===== src/rtl/lb2apb.sv =====
// lb2apb: local-bus (LB) to APB3/APB4 initiator.
//
// The LB side is a responder: a master holds wen (or ren) with its address,
// data and strobes until this block answers with a one-cycle wready (or
// rvalid) pulse. Each request becomes one APB transfer (SETUP then ACCESS).
// If wen and ren arrive together the write goes first and the read is
// served once the write has completed.
//
// Ports:
//   clk, rst                       clock (rising edge), async active-high reset
//   waddr, wdata, wstrb, wen       LB write request
//   wready                         LB write-done pulse
//   raddr, ren                     LB read request
//   rdata, rvalid                  LB read data / read-done pulse
//   err                            error flag, pulses with wready/rvalid
//   psel, penable, pwrite, paddr,
//   pwdata, pstrb                  APB requester outputs (pstrb = 0 on reads)
//   prdata, pready, pslverr        APB completer inputs
//
// All outputs are registered.
//
// Optional feature macro: LB2APB_TIMEOUT_EN. When defined, an ACCESS phase
// that sees TIMEOUT_CYCLES cycles with pready low is aborted and answered
// with err=1 (rdata=0 on reads). When undefined, ACCESS waits indefinitely.

module lb2apb #(
    parameter int ADDR_W         = 32,
    parameter int DATA_W         = 32,
    localparam int STRB_W        = DATA_W / 8,
    parameter int TIMEOUT_CYCLES = 255
) (
    input  logic              clk,
    input  logic              rst,
    input  logic [ADDR_W-1:0] waddr,
    input  logic [DATA_W-1:0] wdata,
    input  logic [STRB_W-1:0] wstrb,
    input  logic              wen,
    output logic              wready,
    input  logic [ADDR_W-1:0] raddr,
    input  logic              ren,
    output logic [DATA_W-1:0] rdata,
    output logic              rvalid,
    output logic              err,
    output logic              psel,
    output logic              penable,
    output logic              pwrite,
    output logic [ADDR_W-1:0] paddr,
    output logic [DATA_W-1:0] pwdata,
    output logic [STRB_W-1:0] pstrb,
    input  logic [DATA_W-1:0] prdata,
    input  logic              pready,
    input  logic              pslverr
);

    typedef enum logic [2:0] {
        IDLE   = 3'd0,
        SETUP  = 3'd1,
        ACCESS = 3'd2,
        WRESP  = 3'd3,
        RRESP  = 3'd4
    } state_t;

    state_t              state_r, state_s;
    logic                psel_r, psel_s;
    logic                penable_r, penable_s;
    logic                pwrite_r, pwrite_s;
    logic [ADDR_W-1:0]   paddr_r, paddr_s;
    logic [DATA_W-1:0]   pwdata_r, pwdata_s;
    logic [STRB_W-1:0]   pstrb_r, pstrb_s;
    logic                wready_r, wready_s;
    logic                rvalid_r, rvalid_s;
    logic [DATA_W-1:0]   rdata_r, rdata_s;
    logic                err_r, err_s;

`ifdef LB2APB_TIMEOUT_EN
    localparam int          CNT_W    = $clog2(TIMEOUT_CYCLES + 1);
    // Value of the counter during the last pready-low cycle before abort.
    localparam logic [CNT_W-1:0] TMO_LAST = CNT_W'(TIMEOUT_CYCLES - 1);
    logic [CNT_W-1:0]       tmo_r, tmo_s;
`endif

    // Next-state and next-output logic; every register holds by default.
    always_comb begin
        state_s   = state_r;
        psel_s    = psel_r;
        penable_s = penable_r;
        pwrite_s  = pwrite_r;
        paddr_s   = paddr_r;
        pwdata_s  = pwdata_r;
        pstrb_s   = pstrb_r;
        wready_s  = wready_r;
        rvalid_s  = rvalid_r;
        rdata_s   = rdata_r;
        err_s     = err_r;
`ifdef LB2APB_TIMEOUT_EN
        tmo_s     = tmo_r;
`endif
        case (state_r)
            IDLE: begin
                // Write has priority; a simultaneous read stays pending on the LB.
                if (wen) begin
                    paddr_s  = waddr;
                    pwdata_s = wdata;
                    pstrb_s  = wstrb;
                    pwrite_s = 1'b1;
                    psel_s   = 1'b1;
                    state_s  = SETUP;
`ifdef LB2APB_TIMEOUT_EN
                    tmo_s    = '0;
`endif
                end else if (ren) begin
                    paddr_s  = raddr;
                    pstrb_s  = '0;
                    pwrite_s = 1'b0;
                    psel_s   = 1'b1;
                    state_s  = SETUP;
`ifdef LB2APB_TIMEOUT_EN
                    tmo_s    = '0;
`endif
                end else begin
                    state_s  = IDLE;
                end
            end
            SETUP: begin
                penable_s = 1'b1;
                state_s   = ACCESS;
            end
            ACCESS: begin
                if (pready) begin
                    psel_s    = 1'b0;
                    penable_s = 1'b0;
                    err_s     = pslverr;
                    if (pwrite_r) begin
                        wready_s = 1'b1;
                        state_s  = WRESP;
                    end else begin
                        rvalid_s = 1'b1;
                        rdata_s  = prdata;
                        state_s  = RRESP;
                    end
                end
`ifdef LB2APB_TIMEOUT_EN
                // Abort: this is the TIMEOUT_CYCLES-th cycle with pready low.
                else if (tmo_r == TMO_LAST) begin
                    psel_s    = 1'b0;
                    penable_s = 1'b0;
                    err_s     = 1'b1;
                    rdata_s   = '0;
                    if (pwrite_r) begin
                        wready_s = 1'b1;
                        state_s  = WRESP;
                    end else begin
                        rvalid_s = 1'b1;
                        state_s  = RRESP;
                    end
                end else begin
                    tmo_s = tmo_r + CNT_W'(1);
                end
`else
                else begin
                    state_s = ACCESS;
                end
`endif
            end
            WRESP, RRESP: begin
                // LB requests are not looked at here, so a request still held
                // during the response pulse is not issued a second time.
                wready_s = 1'b0;
                rvalid_s = 1'b0;
                rdata_s  = '0;
                err_s    = 1'b0;
                state_s  = IDLE;
            end
            default: begin
                psel_s    = 1'b0;
                penable_s = 1'b0;
                wready_s  = 1'b0;
                rvalid_s  = 1'b0;
                rdata_s   = '0;
                err_s     = 1'b0;
                state_s   = IDLE;
            end
        endcase
    end

    // State and output registers, cleared asynchronously by rst.
    always_ff @(posedge clk or posedge rst) begin
        if (rst) begin
            state_r   <= IDLE;
            psel_r    <= 1'b0;
            penable_r <= 1'b0;
            pwrite_r  <= 1'b0;
            paddr_r   <= '0;
            pwdata_r  <= '0;
            pstrb_r   <= '0;
            wready_r  <= 1'b0;
            rvalid_r  <= 1'b0;
            rdata_r   <= '0;
            err_r     <= 1'b0;
`ifdef LB2APB_TIMEOUT_EN
            tmo_r     <= '0;
`endif
        end else begin
            state_r   <= state_s;
            psel_r    <= psel_s;
            penable_r <= penable_s;
            pwrite_r  <= pwrite_s;
            paddr_r   <= paddr_s;
            pwdata_r  <= pwdata_s;
            pstrb_r   <= pstrb_s;
            wready_r  <= wready_s;
            rvalid_r  <= rvalid_s;
            rdata_r   <= rdata_s;
            err_r     <= err_s;
`ifdef LB2APB_TIMEOUT_EN
            tmo_r     <= tmo_s;
`endif
        end
    end

    assign psel    = psel_r;
    assign penable = penable_r;
    assign pwrite  = pwrite_r;
    assign paddr   = paddr_r;
    assign pwdata  = pwdata_r;
    assign pstrb   = pstrb_r;
    assign wready  = wready_r;
    assign rvalid  = rvalid_r;
    assign rdata   = rdata_r;
    assign err     = err_r;

endmodule

===== config.mk =====
export PLATFORM = sky130hd
export DESIGN_NAME = lb2apb
export DESIGN_NICKNAME = d
export VERILOG_FILES = /design/src/rtl/lb2apb.sv
export SDC_FILE = /design/constraint.sdc
export NUM_CORES = 1
export LEC_CHECK = 0
export BUFFER_PORTS_ARGS = -buffer_cell sky130_fd_sc_hd__buf_2
export CAP_MARGIN = 20
export CORE_MARGIN = 10
export CORE_UTILIZATION = 45
export DETAILED_ROUTE_END_ITERATION = 7
export PLACE_DENSITY = 0.8
export SYNTH_ARGS = -nofsm -noshare
export SYNTH_HDL_FRONTEND = slang
export SYNTH_SLANG_ARGS = --single-unit

===== constraint.sdc =====
create_clock -name clk -period 4.8 [get_ports clk]
set_clock_uncertainty 0.1 [all_clocks]
set_input_delay 0.96 -clock clk [delete_from_list [all_inputs] [get_ports clk]]
set_output_delay 0.96 -clock clk [all_outputs]
set_load 0.01 [all_outputs]

Word-level counts from Yosys, hierarchy flattened
Index checks and enable logic that the tools add are counted.

word-level totals
  output and inout port bits = 106
  logic and storage cells = 61
  register bits after elaboration = 109

operators by class
  mux-type cells = 27
  bitwise gates (word level) = 3
  eq/ne operators = 8
  reductions and logical operators = 12

operators by type and width
  operator                                       count
  2-to-1 mux 32 bit                              4
  one-hot mux 32 bit (2 select lines)            1
  2-to-1 mux 1 bit                               12
  one-hot mux 3 bit (3 select lines)             1
  AND reduction 3 bit                            3
  2-to-1 mux 4 bit                               2
  AND reduction 2 bit                            4
  == test 3 x 2 -> 1 bit, second input constant  2
  2-to-1 mux 3 bit                               2
  inequality test 2 bit, second input constant   3
  one-hot mux 1 bit (2 select lines)             3
  one-hot mux 1 bit (3 select lines)             2
  OR reduction 3 bit                             2
  == test 3 x 1 -> 1 bit, second input constant  1
  == test 3 bit, second input constant           1
  logical NOT 3 bit                              1
  inequality test 3 bit, second input constant   1
  NOT 1 bit                                      3
  nonzero test 2 bit                             1
  OR reduction 2 bit                             1

Logic depth before layout (Yosys ltp)
Gate-level depths: netlist (run 1).

  depth in word-level cells = 4
  mapped depth = 7

Least setup slack after synthesis (run 1)
Ideal clock, no wire load.

  path type = input -> register
  from = input wen
  to = register pwdata_r[0] (netlist: pwdata[0])
  path slack = 2.547 ns
  data required time = 4.573 ns
  data arrival time = 2.025 ns
  stages = 5
  path through = clkbuf_1 > nor3b_2 > buf_6 > buf_8 > mux2_1

on the way
  word-level cells in the longest chain between the ends = 1

RTL lines
  element                        RTL line  source
  start: declaration             37        input logic wen,
  AND reduction 2 bit (no line)  n/a
  end signal: assignment         209       pwdata_r <= pwdata_s;
  end: declaration               68        logic [DATA_W-1:0] pwdata_r, pwdata_s;

No other way between the ends.
A chain may end at the register's enable or synchronous reset.

Worst setup path after layout (run 1)
  from = input wen
  to = register pwdata_r[27] (netlist: pwdata[27])

Same word-level chain as after synthesis.

==> results of run 1 <==
## placed cells by master (no fill, tap or decap)
master,count
o21ai_1,7
a21o_1,2
or3b_2,1
nor2_1,4
nand2b_1,3
and3_1,1
clkinv_2,2
nand3_1,1
inv_6,1
o21bai_2,1
a21oi_1,3
mux2_2,7
o22ai_2,1
dfrtp_1,109
nor3b_4,1
inv_4,1
buf_16,4
a32o_1,1
mux2_4,20
inv_1,2
a31oi_1,1
nor2b_1,3
buf_4,5
mux2i_1,32
clkbuf_8,9
a22o_1,36
o21ai_0,59
buf_2,243
clkinvlp_4,2
clkinv_4,2
o21bai_1,1
or2_1,2
mux2_1,5
nand2_1,2
a221oi_1,1
## cell families (layout without fill, tap and decap cells)
kind of cell | after synthesis | count (layout) | synth area share
AO/OA/AOI/OAI | 113 | 113 | 0.1607
buffers and inverters | 31 | 271 | 0.04722
flip-flops | 109 | 109 | 0.6020
multiplexers | 64 | 64 | 0.1668
AND/OR/NAND/NOR | 18 | 18 | 0.02320
## per-stage QoR
| stage | std cells | util |
|---|---|---|
| 4_1_cts | 705 | 0.6101 |
| 3_5_place_dp | 689 | 0.5922 |
| 2_1_floorplan | 335 | - |
| 6_report | 708 | 0.6185 |
| 3_3_place_gp | 688 | 0.5894 |
| 5_1_grt | 708 | 0.6185 |
## path summary, 6_finish.rpt
| kind | startpoint | to | slack, ns | cells after the start |
|---|---|---|---|---|
| min in group asynchronous | rst | pwdata[24]$_DFFE_PP0P_ | 0.41 | 2 |
| min | pwdata[2]$_DFFE_PP0P_ | pwdata[2]$_DFFE_PP0P_ | 0.40 | 1 |
| max in group asynchronous | rst | rdata[9]$_DFFE_PP0P_ | 3.34 | 3 |
| min reg2reg | pwdata[2]$_DFFE_PP0P_ | pwdata[2]$_DFFE_PP0P_ | 0.40 | 1 |
| max | wen | pwdata[27]$_DFFE_PP0P_ | 2.25 | 5 |
| max reg2reg | state_r[2]$_DFF_PP0_ | pwdata[27]$_DFFE_PP0P_ | 2.41 | 5 |
## critical path, cell delays in order
cell	delay, ns
buf_2	0.07
buf_4	0.46
nor3b_4	0.27
buf_4	0.50
mux2_2	0.41
## flip-flops by register name, summed over array words and instances (netlist names)
name,flops
rdata,32
pwdata,32
psel,1
rvalid,1
penable,1
state_r,3
pwrite,1
wready,1
pstrb,4
err,1
paddr,32
## power groups by stage
stage                     logic, µW  clock network (µW)  registers [µW]
after floorplan                 828                   0            1770
after global placement         1590                   0            1570
after detailed placement       1670                   0            1600
after CTS                      1680                 517            1590
after global routing           1870                 557            1650
final                          1710                 500            1590
## layer usage
layer	track usage	share of wire	vias to the layer above	wire length, µm
li1	-	-	1688	-
met1	0.2063	0.40	1774	5331
met2	0.2923	0.50	163	6683
met3	0.06887	0.087	16	1170
met5	0	0	-	0
met4	0.05732	0.015	0	207
## layout make-up
class                      instances  share of cell area
multi-input combinational        195              0.2645
tap                              133             0.02752
inverter                           3            0.002276
clock inverter                     7            0.008485
sequential                       109              0.4512
clock buffer                       9             0.02049
timing repair buffer             252              0.2256
==> results by group, run 1 <==
Status
  – Status: completed

Clock tree
  – TritonCTS Buffers: 9
  – Setup Fix Bufs, Post-CTS: 0
  – CTS tree: yes
  – Htree depth: 3
  – Clock Sinks: 109
  – Post_cts resized: 0
  – Clk buf depth: 2
  – Cts hold-fix bufs: 0
  – Worst skew pair latency: 0.36 ns
  – Clock root buffer: clkbuf_8
  – CTS clk-pin slew, worst paths: 0.10 ns

STA
  – Final hold violations: 0
  – Sum of negative setup slack: 0 ns
  – RSZ-0062 raised after global routing: false
  – Pin slew with the least headroom to its limit: 0.5962 ns
  – Final Max Slew Viols: 0
  – Setup ws final: 2.249 ns
  – Max-slew headroom: 0.6025
  – Setup violators final: 0
  – Min Hold Slack: 0.4018 ns
  – Fmax: 0.3920 GHz
  – Final period util: 0.5315
  – Crit path time final: 2.551 ns

Pwr
  – Total power: 3800 µW
  – Int Power: 2366 µW
  – Sequential power share: 0.418
  – Net Sw Frac: 0.3773
  – Comb pwr share: 0.450
  – Psw: 1434 µW
  – PwrDens: 628.5 nW/µm²
  – Worst VDD drop: 0.2814 mV
  – Leak: 0.003218 µW
  – Clk network pwr share: 0.132

Logic synthesis
  – Mean post-synth cell area: 13.52 µm²
  – Count of cell types in the netlist: 30
  – Synthesized area: 4531 µm²
  – Count leader, synth: dfrtp_1
  – Yosys top cell by area: dfrtp_1
  – Register area share after synthesis: 0.6020
  – YS warnings: 0
  – Post-synth ARST share: 1.000
  – Synth area leaders: dfrtp_1 60%, mux2i_1 7.1%, a22o_1 7.0%
  – Syn_nets: 473
  – List of most frequent post-synthesis cells: 109 x dfrtp_1, 59 x o21ai_0, 36 x a22o_1
  – Post-synth EDFFs: 0
  – Top cell type's share of synthesized area: 0.6020
  – Cells after Synth: 335
  – Yosys reg bits: 109
  – Ys flop type: dfrtp_1

Finish
  – Multi-input gate area: 1599 µm²
  – Diodes inserted: 0
  – Final instance area: 6046 µm²
  – Syn-to-layout area delta: 33.44%
  – Ratio of cells with drive above 1 in the final layout: 0.5217
  – Final nets: 708
  – Reg area: 2728 µm²
  – Fillers: 779

Floorplanning
  – Die area: 14480 µm²
  – Width of the die: 120.3 µm
  – Chip height: 120.3 µm
  – Core ar.: 9774 µm²
  – Initial Util: 0.4635
  – # rows: 36
  – Total I/O pin count: 244

Drt
  – DR vias/cell: 5.143
  – DRT Wirelength: 13.39 mm
  – DRT iter0 DRCs: 190
  – Post-DR wirelength/cell: 18.92 µm
  – Vias: 3641
  – Drt pass-1 iters: 4
  – DR DRC count: 0
  – Routed Antenna Nets: 0

Job
  – Max_cap viols: 0

Placed design
  – Routability-driven placement congestion ratio: 0.8519
  – Area after DPL: 5788 µm²
  – HPWL after DPL: 10.12 mm
  – Dpl ws: 1.796 ns
  – I/O Buffers: 243

Setup path
  – Critical path peak fanout: 37
  – Endpoint type of the worst setup path: flop
  – Worst endpoint required time: 4.95 ns
  – Startpoint types: input port
  – Kind of critical path: input port to flop
  – Arr. time, crit path: 2.70 ns

GRT
  – Gr ovfl total: 0
  – Antenna violations before repair: 0
  – Largest net degree at the start of global routing: 48
  – First-pass GRT wire length: 20.60 mm
  – Vias in the first global route: 3868
  – Gr usage total: 0.1764

Min path
  – HP Class: flop to flop
(Power assumes the default switching activity.)
==> run 2: changes to the inputs <==
--- a/config.mk
+++ b/config.mk
@@ -5,12 +5,13 @@
 export SDC_FILE = /design/constraint.sdc
 export NUM_CORES = 1
 export LEC_CHECK = 0
+export ABC_AREA = 1
 export BUFFER_PORTS_ARGS = -buffer_cell sky130_fd_sc_hd__buf_2
 export CAP_MARGIN = 20
 export CORE_MARGIN = 10
-export CORE_UTILIZATION = 45
+export CORE_UTILIZATION = 46
 export DETAILED_ROUTE_END_ITERATION = 7
-export PLACE_DENSITY = 0.8
+export PLACE_DENSITY = 0.81
 export SYNTH_ARGS = -nofsm -noshare
 export SYNTH_HDL_FRONTEND = slang
 export SYNTH_SLANG_ARGS = --single-unit
==> constraint.sdc (replaced) <==
create_clock -name clk -period 2.55 [get_ports clk]
set_clock_uncertainty 0.1 [all_clocks]
set_input_delay 0.51 -clock clk [delete_from_list [all_inputs] [get_ports clk]]
set_output_delay 0.51 -clock clk [all_outputs]
set_load 0.01 [all_outputs]
==> run 2 against run 1 <==
  * First-iteration DRC count is 100% higher
  * Global-route usage is 1.4 points higher
  * Combinational power is 72% higher
  * Critical path depth is 1 higher
  * Hold slack worse by 0.21 ns
  * Register-to-register slack worse by 1.6 ns
  * Sequential power is 79% higher
  * Sequential share of layout area is 1.4 points lower
  * Die area is 2.1% higher
  * Critical path type is now flop to flop
  * Critical endpoint is now rdata[7]$_DFFE_PP0P_
  * Largest cell class unchanged
==> results by group, run 2 <==
Drt
  – DRT iter0 DRCs: 387
  – Vias: 4570
  – DR DRC count: 0
  – Drt pass-1 iters: 4
  – Routed Antenna Nets: 0
  – DRT Wirelength: 14.55 mm
  – DR vias/cell: 4.663
  – Post-DR wirelength/cell: 14.84 µm

Clock tree
  – Setup Fix Bufs, Post-CTS: 0
  – CTS tree: yes
  – Clk buf depth: 2
  – Htree depth: 3
  – Worst skew pair latency: 0.35 ns
  – TritonCTS Buffers: 9
  – Clock root buffer: clkbuf_8
  – Post_cts resized: 0
  – Cts hold-fix bufs: 0
  – CTS clk-pin slew, worst paths: 0.11 ns
  – Clock Sinks: 109

STA
  – Pin slew with the least headroom to its limit: 0.6740 ns
  – Final Max Slew Viols: 0
  – Fmax: 0.5688 GHz
  – Crit path time final: 1.758 ns
  – Max-slew headroom: 0.5501
  – Setup violators final: 0
  – Final period util: 0.6895
  – Final hold violations: 0
  – RSZ-0062 raised after global routing: false
  – Sum of negative setup slack: 0 ns

Logic synthesis
  – Count leader, synth: nand2_1
  – Count of cell types in the netlist: 15
  – Ys flop type: dfrtp_1
  – Synth area leaders: dfrtp_1 57%, nand2_1 29%, nand3_1 5.0%
  – Syn_nets: 748
  – Yosys reg bits: 109
  – Top cell type's share of synthesized area: 0.5741
  – Yosys top cell by area: dfrtp_1
  – Register area share after synthesis: 0.5741
  – Cells after Synth: 610
  – Post-synth EDFFs: 0
  – List of most frequent post-synthesis cells: 372 x nand2_1, 109 x dfrtp_1, 47 x nand3_1
  – Mean post-synth cell area: 7.788 µm²
  – Post-synth ARST share: 1.000
  – YS warnings: 0
  – Synthesized area: 4751 µm²

Setup path
  – Arr. time, crit path: 1.94 ns
  – Startpoint types: flop
  – CP startpoint: state_r[0]$_DFF_PP0_
  – R2R cell count: 6
  – Most used cell, CP: nand2_1
  – Kind of critical path: flop to flop
  – R2R Path Start: state_r[0]$_DFF_PP0_
  – Worst endpoint required time: 2.73 ns
  – Critical path peak fanout: 33
  – Crit-path max cell delay: 0.44 ns
  – CP max stage cell: dfrtp_1
  – CP cell instances: nor3_2 -> nand2_1 -> nand2_1 -> buf_4 -> nand2_1 -> nand2_1
  – Endpoint type of the worst setup path: flop

Pwr
  – Net Sw Frac: 0.4187
  – Psw: 2858 µW
  – Int Power: 3967 µW
  – Worst VDD drop: 0.5157 mV
  – Leak: 0.003946 µW
  – PwrDens: 1095 nW/µm²
  – Comb pwr share: 0.431
  – Sequential power share: 0.417
  – Clk network pwr share: 0.152

Placed design
  – HPWL after DPL: 11.15 mm
  – I/O Buffers: 243
  – Area after DPL: 6040 µm²
  – Routability-driven placement congestion ratio: 0.8342
  – Cell Count Post-Placement: 965

Finish
  – Diodes inserted: 0
  – Fillers: 951
  – Reg area: 2728 µm²
  – Commonest non-fill, non-tap cells in the layout: 372 x nand2_1, 243 x buf_2, 109 x dfrtp_1, 47 x nand3_1, 20 x inv_1
  – Final nets: 978
  – Most common cell after layout, fill and taps aside: nand2_1
  – Syn-to-layout area delta: 31.21%
  – Final instance area: 6233 µm²
  – Multi-input gate area: 1748 µm²
  – Finished Layout Cells: 980
  – Ratio of cells with drive above 1 in the final layout: 0.3258

Job
  – Max_cap viols: 0

Floorplanning
  – Initial Util: 0.4665
  – # rows: 37
  – Die area: 14790 µm²
  – Core ar.: 10180 µm²
  – Total I/O pin count: 244
  – Width of the die: 121.6 µm
  – Chip height: 121.6 µm

GRT
  – Vias in the first global route: 4499
  – Antenna violations before repair: 0
  – Largest net degree at the start of global routing: 110
  – Gr usage total: 0.1909
  – First-pass GRT wire length: 23.00 mm
  – Gr ovfl total: 0

Min path
  – HP Class: input port to async pin

Status
  – Status: completed
[run 2: cell types whose count changed in the layout (fill, tap and decap cells not counted), moves of 4 or more]
cell,previous run,this run
nand3_1,1,47
nor2_1,4,12
buf_16,4,0
nand2_1,2,372
o21ai_0,59,7
mux2_1,5,0
inv_1,2,20
inv_2,0,4
mux2_2,7,0
mux2i_1,32,0
mux2_4,20,0
a22o_1,36,0
o21ai_1,7,0
[run 2: cell type report]
class | count | share of cell area
Clock buffer | 9 | 0.01987
Clock inverter | 6 | 0.01124
Inverter | 25 | 0.01566
Multi-Input combinational cell | 443 | 0.2804
Sequential cell | 109 | 0.4376
Tap cell | 136 | 0.02730
Timing Repair Buffer | 252 | 0.2079
[run 2: path summary, 6_finish.rpt]
| kind | end | slack, ns |
|---|---|---|
| setup / recovery | rdata[7]$_DFFE_PP0P_ | 0.79 |
| min in group clk | rdata[15]$_DFFE_PP0P_ | 0.24 |
| max in group asynchronous | paddr[11]$_DFFE_PP0P_ | 1.71 |
| hold / removal | pwdata[10]$_DFFE_PP0P_ | 0.19 |
| setup reg to reg | rdata[7]$_DFFE_PP0P_ | 0.79 |
| hold reg to reg | rdata[9]$_DFFE_PP0P_ | 0.37 |
[run 2: routing by layer]
layer	share of wire	global-route usage
met3	0.12	0.08696
met4	0.0089	0.04545
met5	0	0
met1	0.41	0.2378
met2	0.46	0.2974
[run 2: metrics by stage]
step / hold slack, ns / util / total power [µW] / setup slack [ns]
after CTS: 0.2227 / 0.6120 / 6912 / 0.7855
final: 0.1919 / 0.6120 / 6825 / 0.7918
after detailed placement: 0.3529 / 0.5930 / 5863 / 0.7459
after global routing: 0.2293 / 0.6120 / 7403 / 0.5490
after floorplan: 0.4043 / - / 4647 / 0.6245
after global placement: 0.3488 / 0.5930 / 5785 / 0.7608
[run 2: power by group through the flow]
stage	Sequential, µW	Combinational, µW	Clock, µW
2_1_floorplan	3200	1440	0
3_3_place_gp	2860	2920	0
3_5_place_dp	2860	3000	0
4_1_cts	2850	2990	1070
5_1_grt	2940	3340	1130
6_report	2850	2940	1040
[run 2: logic make-up (layout without fill, tap and decap cells)]
group | after synthesis | count (layout) | share of synthesized area
and+or+nand+nor | 434 | 434 | 0.3584
DFF | 109 | 109 | 0.5741
buffers and inverters | 58 | 292 | 0.05794
AOI/OAI and AO/OA | 9 | 9 | 0.009480
[run 2: critical path: cells and delay by family, from the launching register on]
| family | cells | cell delay (ns) |
|---|---|---|
| buffers and inverters | 1 | 0.31 |
| flip-flops | 1 | 0.44 |
| AND/OR/NAND/NOR | 5 | 0.83 |
